[config.mk]
export PLATFORM = sky130hd
export DESIGN_NAME = pc_jump_sequencer
export DESIGN_NICKNAME = d
export VERILOG_FILES = /design/src/rtl/pc_jump_sequencer.sv
export SDC_FILE = /design/constraint.sdc
export NUM_CORES = 1
export LEC_CHECK = 0
export BUFFER_PORTS_ARGS = -buffer_cell sky130_fd_sc_hd__buf_2
export CAP_MARGIN = 20
export CORE_ASPECT_RATIO = 1.4
export CORE_MARGIN = 3
export CORE_UTILIZATION = 51
export CTS_CLUSTER_DIAMETER = 150
export DETAILED_ROUTE_END_ITERATION = 7
export GPL_ROUTABILITY_DRIVEN = 0
export PLACE_DENSITY = 0.74
export SYNTH_ARGS = -nofsm -noshare
export SYNTH_HDL_FRONTEND = slang
export SYNTH_SLANG_ARGS = --single-unit
[constraint.sdc]
create_clock -name clk -period 1.9 [get_ports clk]
set_input_delay 0.19 -clock clk [delete_from_list [all_inputs] [get_ports clk]]
set_output_delay 0.19 -clock clk [all_outputs]
set_load 0.02 [all_outputs]
[src/rtl/pc_jump_sequencer.sv]
`default_nettype none
// ============================================================================
// Module   : pc_jump_sequencer
// Purpose  : Fetch-stage PC register with jump redirect, stall hold and
//            single-cycle IF/ID flush sequencing.
// Revision : 1.0 - initial release
// ============================================================================
module pc_jump_sequencer #(
  parameter int PC_W  = 8,
  parameter int OFF_W = 6
) (
  input  logic             clk,
  input  logic             reset,
  input  logic             stall,
  input  logic             jump_valid,
  input  logic             jump_rel,
  input  logic [OFF_W-1:0] jump_partial,
  input  logic [PC_W-1:0]  id_pc,
  output logic [PC_W-1:0]  pc,
  output logic             if_id_flush,
  output logic             jump_taken,
  output logic             jump_pending
);

  typedef enum logic [1:0] {
    ST_RUN     = 2'd0,
    ST_PENDING = 2'd1,
    ST_FLUSH   = 2'd2
  } state_t;

  state_t          state_q;
  logic [PC_W-1:0] pc_q;
  logic [PC_W-1:0] tgt_q;
  logic            flush_q;
  logic            taken_q;
  logic            pending_q;

  logic [PC_W-1:0] sext_d;
  logic [PC_W-1:0] target_d;
  logic [PC_W-1:0] pc_inc_d;

  // Relative targets wrap modulo 2^PC_W; the carry out is dropped by width.
  assign sext_d   = {{(PC_W-OFF_W){jump_partial[OFF_W-1]}}, jump_partial};
  assign target_d = jump_rel ? (id_pc + sext_d) : sext_d;
  assign pc_inc_d = pc_q + {{(PC_W-1){1'b0}}, 1'b1};

  // Outputs are set alongside the state they decode from, so they stay registered.
  always_ff @(posedge clk) begin
    if (reset) begin
      state_q   <= ST_RUN;
      pc_q      <= '0;
      tgt_q     <= '0;
      flush_q   <= 1'b0;
      taken_q   <= 1'b0;
      pending_q <= 1'b0;
    end else begin
      flush_q   <= 1'b0;
      taken_q   <= 1'b0;
      pending_q <= 1'b0;
      case (state_q)
        ST_RUN: begin
          if (jump_valid) begin
            if (stall) begin
              tgt_q     <= target_d;
              state_q   <= ST_PENDING;
              pending_q <= 1'b1;
            end else begin
              pc_q    <= target_d;
              state_q <= ST_FLUSH;
              flush_q <= 1'b1;
              taken_q <= 1'b1;
            end
          end else if (!stall) begin
            pc_q <= pc_inc_d;
          end
        end
        ST_PENDING: begin
          if (stall) begin
            pending_q <= 1'b1;
          end else begin
            pc_q    <= tgt_q;
            state_q <= ST_FLUSH;
            flush_q <= 1'b1;
            taken_q <= 1'b1;
          end
        end
        ST_FLUSH: begin
          // The ID instruction here is wrong-path, so any jump it carries is dropped.
          if (!stall) begin
            pc_q <= pc_inc_d;
          end
          state_q <= ST_RUN;
        end
        default: begin
          state_q <= ST_RUN;
        end
      endcase
    end
  end

  assign pc           = pc_q;
  assign if_id_flush  = flush_q;
  assign jump_taken   = taken_q;
  assign jump_pending = pending_q;

endmodule
`default_nettype wire

* Word-level counts from Yosys, hierarchy flattened *
Index checks and enable logic that the tools add are counted.

cells by class
  eq/ne operators = 5
  $add $sub $neg = 2
  muxes and demuxes = 16
  reduce and logical (&&, ||, !) cells = 5

operator list
  kind                                                              count
  8-bit two-way mux                                                 5
  8-bit case mux with 3 select lines                                1
  8-bit by 1-bit adder with 8-bit output (second input constant)    1
  8-bit adder                                                       1
  2-bit two-way mux                                                 3
  3-bit AND reduction                                               2
  1-bit two-way mux                                                 4
  2-bit != test (second input constant)                             2
  1-bit case mux with 2 select lines                                2
  2-bit case mux with 2 select lines                                1
  3-bit != test (second input constant)                             1
  3-bit nonzero test                                                1
  2-bit by 1-bit == test with 1-bit output (second input constant)  1
  2-bit == test (second input constant)                             1
  2-bit logical NOT                                                 1
  2-bit AND reduction                                               1

word-level totals
  logic and storage cells = 33
  output and inout bits = 11
  register bits after elaboration = 20

* Longest topological paths before layout *
Gate-level depths: netlist of run 1.

  depth in word-level cells = 5
  depth in mapped cells = 9
  mapped depth without buffers = 9

* Worst setup path after synthesis of run 1 *
OpenSTA, ideal clock, no wires.

  path kind = input -> register
  start point = input jump_partial[0]
  end point = register pc_q[4] (netlist: pc[4])
  slack = 0.124 ns
  library setup time = 0.070 ns
  path buffers = 0
  data arrival time = 1.706 ns
  stages = 9
  cell sequence = ha_1 inv_1 fa_1 nor2b_4 o21ai_0 a211oi_2 o22ai_1 mux2_2 a21oi_1

on the way
  longest elaborated chain between the ends = 5

ends and longest elaborated chain
  element                             RTL line  source
  start: declaration                  17        input logic [OFF_W-1:0] jump_partial,
  8-bit adder                         44        assign target_d = jump_rel ? (id_pc + sext_d) : sext_d;
  8-bit two-way mux                   44
  8-bit two-way mux                   63        if (stall) begin
  8-bit two-way mux                   62        if (jump_valid) begin
  8-bit case mux with 3 select lines  60        case (state_q)
  end signal: assignment              68        pc_q <= target_d;
  end signal: assignment              74        pc_q <= pc_inc_d;
  end signal: assignment              81        pc_q <= tgt_q;
  end: declaration                    32        logic [PC_W-1:0] pc_q;

Every way passes these cells. The select of a mux whose other input is x is not followed.
A chain may end at the register's enable or synchronous reset.

* Worst setup path in the final report of run 1 *
  start point = register state_q[1]
  end point = register pc_q[6] (netlist: pc[6])

on the way
  longest elaborated chain between the ends = 3
  elaborated cells on any way between the ends = 8
  those cells by class = 4 x eq/ne; 1 x mux; 3 x reduce/logical

ends and longest elaborated chain
  element                                                           RTL line  source
  start: declaration                                                31        state_t state_q;
  start signal: assignment                                          50        state_q <= ST_RUN;
  start signal: assignment                                          65        state_q <= ST_PENDING;
  start signal: assignment                                          69        state_q <= ST_FLUSH;
  2-bit by 1-bit == test with 1-bit output (tied with other cells)  60
  2-bit != test (no line) (tied with other cells)                   n/a
  3-bit AND reduction (no line)                                     n/a

Several ways; a longest one is shown, not always the timed one.

==> impl_metrics.yaml, run 1 <==
min_path:
  hp-start: "jump_partial[3]"
  min_path_type: "primary input to flop"
synth:
  syn_nets: 245
  post_synth_num_cell_types: 58
  seq_cells_post_synth: 20
  ys_warn_count: 0
  synth_top_flop_cell: "dfxtp_1"
  post_synthesis_instance_area_sq_mm: 0.00171
  synth-async-reset-ratio: 0
  yosysSeqAreaShare: 0.235
  avg_inst_size_synth_sq_um: 7.97
  synth_edf_count: 0
  synthesized_instance_count: 214
setup_path:
  cells_along_the_critical_path: "inv_1, ha_1, nor2_1, a21o_1, and3_1, or2_1, o22a_1"
  rr_startpoint: "state_q[1]$_SDFFE_PP0P_"
  critPathRequiredTime_ns: 2.07
  setup.worst_path.start: "state_q[1]$_SDFFE_PP0P_"
  crit_arrival_ns: 1.94
  critical-path-slowest-cell: "ha_1"
  slowest_delay_ns: 0.39
  end_kind: "flop"
  cpLargestDelayFamily: "simple AND/OR/NAND/NOR gates"
  path_buf_inv: 1
  timing_worst_setup_path_type: "flop to flop"
  critical_path.startpoint_type: "flop"
  critPathMaxFanout: 6
clock_network:
  number_of_buffers_added_by_the_clock_tree_synthesis_step: 3
  clockBufferDepth: 2
  cts_tree: "built"
  post_cts.repair.setup_buffers: 0
  cts.sinks: 20
  cts_hold_buf: 0
  ctsRootBufferMaster: "clkbuf_8"
  htree_levels: 1
  cts_resized: 0
  clock_latency_ns: 0.27
  clkTransAtPathRegs_ns: 0.08
detailed_routing:
  route.final.wire_length_mm: 3.96
  wl_per_cell_um: 14.0
  detail_route.first_pass.iterations: 4
  drt_first_iter_violations: 53
  drt_drc_violations_left: 0
  dr_total_vias: 1618
  via_per_inst: 5.74
  detail-route-antenna-nets: 0
timing:
  final.period_utilization: 0.935
  grt_setup_unrepaired: "false"
  timing_max_transition_violations_final: 0
  finalSetupViolCount: 0
  finalWorstPathRequiredPeriod_ns: 1.78
  worst_clock_skew_ns: 0.00334
  hold_violations: 0
  tightestPinTransition_ns: 0.419
  timing.max_slew.rel_slack: 0.717
  fmax_ghz: 0.563
power_and_ir_drop:
  power.density_mw_per_mm2: 733
  worst_ir_drop_vdd_mv: 0.343
  p_leak_nw: 0.890
  fin_total_pwr_mw: 1.41
cells_and_area:
  layout.nets: 275
  final_core_util: 0.612
  most-common-layout-cells: "buf_2, nor2_1, nand2_1, dfxtp_1, a21oi_1"
  area_growth_syn_to_layout_pct: 13.0
  drive_above_1_share: 0.239
  mostFrequentLayoutCell: "buf_2"
  insertedDiodeCount: 0
grt:
  grt_pass1_vias: 1435
  all_layer_global_routing_usage: 0.208
  initial_antenna_violation_count: 0
  first_pass_grt_wire_length_mm: 6.41
  largest_net_degree_at_the_start_of_global_routing: 15
  global_route.overflow_total: 0
placed_design:
  port_buffers: 29
  dpl.hpwl_mm: 3.02
floorplan:
  die_w_um: 54.9
  dieHeight_um: 74.4
  design.core.area_sq_mm: 0.00315
  floorplan_die_area_sq_mm: 0.00409
  start_util: 0.541
  pin_count: 30
  fp-row-count: 24
status:
  status: "finished, final reports clean"
run:
  timing.max_cap.violations: 0
[synth_stat cells, types with 4 or more instances]
library cell / number / area, sq um
buf_6: 4 / 45.0
a22oi_1: 6 / 45.0
xnor2_1: 6 / 52.6
a21oi_1: 15 / 75.1
clkbuf_1: 4 / 15.0
mux2_2: 4 / 45.0
nor3_1: 4 / 20.0
ha_1: 11 / 138
dfxtp_1: 20 / 400
a211oi_1: 7 / 52.6
nor2_1: 25 / 93.8
a31oi_1: 4 / 25.0
inv_1: 10 / 37.5
nand2_1: 24 / 90.1
o21ai_0: 8 / 40.0
[state kept, by name (all words and copies together), names as in the netlist]
signal	cells
state_q	2
tgt_q	8
jump_pending	1
jump_taken	1
pc	8
[through the flow]
step / hold slack (ns) / std cells / instance area (sq um) / setup TNS, ns / setup WS (ns)
floorplan: 0.288 / 214 / 1710 / 0 / 0.124
global placement: 0.490 / 278 / 1870 / 0 / 0.00180
detailed placement: 0.496 / 278 / 1870 / -0.130 / -0.0624
CTS: 0.221 / 282 / 1930 / 0 / 0.134
global route: 0.260 / 282 / 1930 / 0 / 0.0236
finish: 0.220 / 282 / 1930 / 0 / 0.124
[power breakdown]
part | switching, mW | total (mW) | internal, mW
logic | 0.315 | 0.555 | 0.241
clock network | 0.155 | 0.340 | 0.185
registers | 0.0487 | 0.518 | 0.469
[logic make-up after synthesis]
| logic type | synth area share |
|---|---|
| compound gates | 0.290 |
| simple gates | 0.218 |
| fa+ha+maj | 0.0924 |
| mux | 0.0440 |
| buf+inv | 0.0799 |
| xor+xnor | 0.0411 |
| flops | 0.235 |
[routing by layer]
metal	share of wire	vias up	global-route usage
met3	0.051	5	0.0180
met5	0	-	0
met4	0.013	0	0.0703
met1	0.43	738	0.265
met2	0.51	47	0.358
li1	-	828	-
[layout make-up]
| type | instances | area [sq um] |
|---|---|---|
| fill | 311 | 1220 |
| clock buffer | 4 | 55.1 |
| inverter | 11 | 41.3 |
| tap | 39 | 48.8 |
| timing repair buffer | 38 | 213 |
| sequential | 20 | 400 |
| multi-input combinational | 170 | 1170 |
[worst register-to-register path, stage by stage (launching register included)]
cell,delay [ns]
dfxtp_1,0.38
inv_1,0.08
ha_1,0.39
nor2_1,0.10
a21o_1,0.17
and3_1,0.19
or2_1,0.22
o22a_1,0.15
[path summary, 6_finish.rpt]
path,slack [ns],depth (start not counted),endpoint
min reg2reg,0.50,2,tgt_q[7]$_SDFFE_PP0P_
min,0.22,3,tgt_q[3]$_SDFFE_PP0P_
max reg2reg,0.12,7,pc[6]$_SDFFE_PP0P_
max,0.12,7,pc[6]$_SDFFE_PP0P_
Note: power is estimated with default switching activity, not from simulation.
==> inputs of run 2 (changes only) <==
--- a/config.mk
+++ b/config.mk
@@ -13,7 +13,7 @@
 export CTS_CLUSTER_DIAMETER = 150
 export DETAILED_ROUTE_END_ITERATION = 7
 export GPL_ROUTABILITY_DRIVEN = 0
-export PLACE_DENSITY = 0.74
+export PLACE_DENSITY = 0.85
 export SYNTH_ARGS = -nofsm -noshare
 export SYNTH_HDL_FRONTEND = slang
 export SYNTH_SLANG_ARGS = --single-unit
==> impl_metrics.yaml, run 2 (synthesized netlist as in run 1, its figures left out) <==
timing:
  fmax_ghz: 0.570
  timing_max_transition_violations_final: 0
  hold_violations: 0
  worst_clock_skew_ns: 0.00228
  tightestPinTransition_ns: 0.397
  finalWorstPathRequiredPeriod_ns: 1.75
  timing.max_slew.rel_slack: 0.732
  finalSetupViolCount: 0
  grt_setup_unrepaired: "false"
  final.period_utilization: 0.923
detailed_routing:
  dr_total_vias: 1638
  route.final.wire_length_mm: 3.94
  via_per_inst: 5.79
  detail_route.first_pass.iterations: 4
  wl_per_cell_um: 13.9
  drt_drc_violations_left: 0
  drt_first_iter_violations: 51
  detail-route-antenna-nets: 0
cells_and_area:
  mostFrequentLayoutCell: "buf_2"
  layout.nets: 276
  final_core_util: 0.614
  most-common-layout-cells: "buf_2, nor2_1, nand2_1, dfxtp_1, a21oi_1"
  area_growth_syn_to_layout_pct: 13.4
  insertedDiodeCount: 0
  drive_above_1_share: 0.242
grt:
  all_layer_global_routing_usage: 0.207
  grt_pass1_vias: 1521
  largest_net_degree_at_the_start_of_global_routing: 22
  global_route.overflow_total: 0
  initial_antenna_violation_count: 0
  first_pass_grt_wire_length_mm: 6.56
setup_path:
  crit_arrival_ns: 1.91
  timing_worst_setup_path_type: "flop to flop"
  critical-path-slowest-cell: "dfxtp_1"
  cpLargestDelayFamily: "simple AND/OR/NAND/NOR gates"
  cells_along_the_critical_path: "inv_1, ha_1, nand2_1, nand2_1, a21o_1, and3_1, or2_1, o22a_1"
  slowest_delay_ns: 0.37
  timing.reg2reg.setup_slack_ns: 0.15
  cell_occurring_most_often_along_the_worst_timing_path: "nand2_1"
  critPathRequiredTime_ns: 2.06
  path_buf_inv: 1
  critical_path.startpoint_type: "flop"
  critPathMaxFanout: 5
  end_kind: "flop"
clock_network:
  post_cts.repair.setup_buffers: 0
  clockBufferDepth: 2
  clkTransAtPathRegs_ns: 0.08
  ctsRootBufferMaster: "clkbuf_8"
  cts_hold_buf: 0
  cts.sinks: 20
  clock_latency_ns: 0.26
  htree_levels: 1
  cts_tree: "built"
  number_of_buffers_added_by_the_clock_tree_synthesis_step: 3
  cts_resized: 0
placed_design:
  port_buffers: 29
  dpl.hpwl_mm: 3.04
power_and_ir_drop:
  p_leak_nw: 0.896
  power.density_mw_per_mm2: 729
  switching_share: 0.366
  power_frac_clock: 0.237
  pwr-share-comb: 0.393
  worst_ir_drop_vdd_mv: 0.431
  internal_power_mw: 0.894
  fin_total_pwr_mw: 1.41
  total_switching_power_mw: 0.517
  seq_power_share: 0.370
floorplan:
  start_util: 0.541
  dieHeight_um: 74.4
  pin_count: 30
  design.core.area_sq_mm: 0.00315
  fp-row-count: 24
  floorplan_die_area_sq_mm: 0.00409
  die_w_um: 54.9
run:
  timing.max_cap.violations: 0
status:
  status: "finished, final reports clean"
min_path:
  min_path_type: "primary input to flop"
==> run 2: cell types whose count changed in the layout (fill, tap and decap cells not counted) <==
cell	change
buf_4	+1
==> run 2: worst paths after layout <==
kind                                              start  cells after the start                     to
worst max-delay path            state_q[1]$_SDFFE_PP0P_                      8     pc[6]$_SDFFE_PP0P_
worst min-delay path                    jump_partial[3]                      3  tgt_q[3]$_SDFFE_PP0P_
worst max register to register  state_q[1]$_SDFFE_PP0P_                      8     pc[6]$_SDFFE_PP0P_
worst min register to register    tgt_q[7]$_SDFFE_PP0P_                      2  tgt_q[7]$_SDFFE_PP0P_
==> run 2: stage by stage <==
stage	area (sq um)	setup TNS (ns)	hold WS (ns)	worst slack, ns	cells
after CTS	1940	0	0.224	0.154	283
after floorplan	1710	0	0.288	0.124	214
after global placement	1880	0	0.487	0.0110	279
after detailed placement	1880	-0.0837	0.493	-0.0485	279
after global routing	1940	0	0.252	0.0504	283
final	1940	0	0.222	0.147	283
==> run 2: tightest hold or removal path, stage by stage <==
cell and delay (ns):
buf_2 0.11, nand2_1 0.07, a31oi_1 0.07
==> run 2: final cells by class <==
| class | count | area, sq um |
|---|---|---|
| clock buffer | 4 | 55.1 |
| fill | 309 | 1220 |
| inverter | 11 | 41.3 |
| multi-input combinational | 170 | 1170 |
| sequential | 20 | 400 |
| tap | 39 | 48.8 |
| timing repair buffer | 39 | 220 |
==> run 2: metal layers <==
metal  part of all wire  routed length (um)  up-vias  global-route usage
met5                  0                   0        -                   0
li1                   -                   -      834                   -
met4              0.012                  49        0              0.0649
met2               0.52                2030       40               0.367
met1               0.43                1680      757               0.256
met3              0.046                 181        7              0.0200
==> run 2: power by group through the flow <==
stage	combinational (mW)	sequential, mW	clock (mW)
finish	0.555	0.522	0.334
detailed placement	0.548	0.532	0
floorplan	0.372	0.564	0
global placement	0.537	0.528	0
CTS	0.554	0.523	0.330
global route	0.614	0.530	0.350
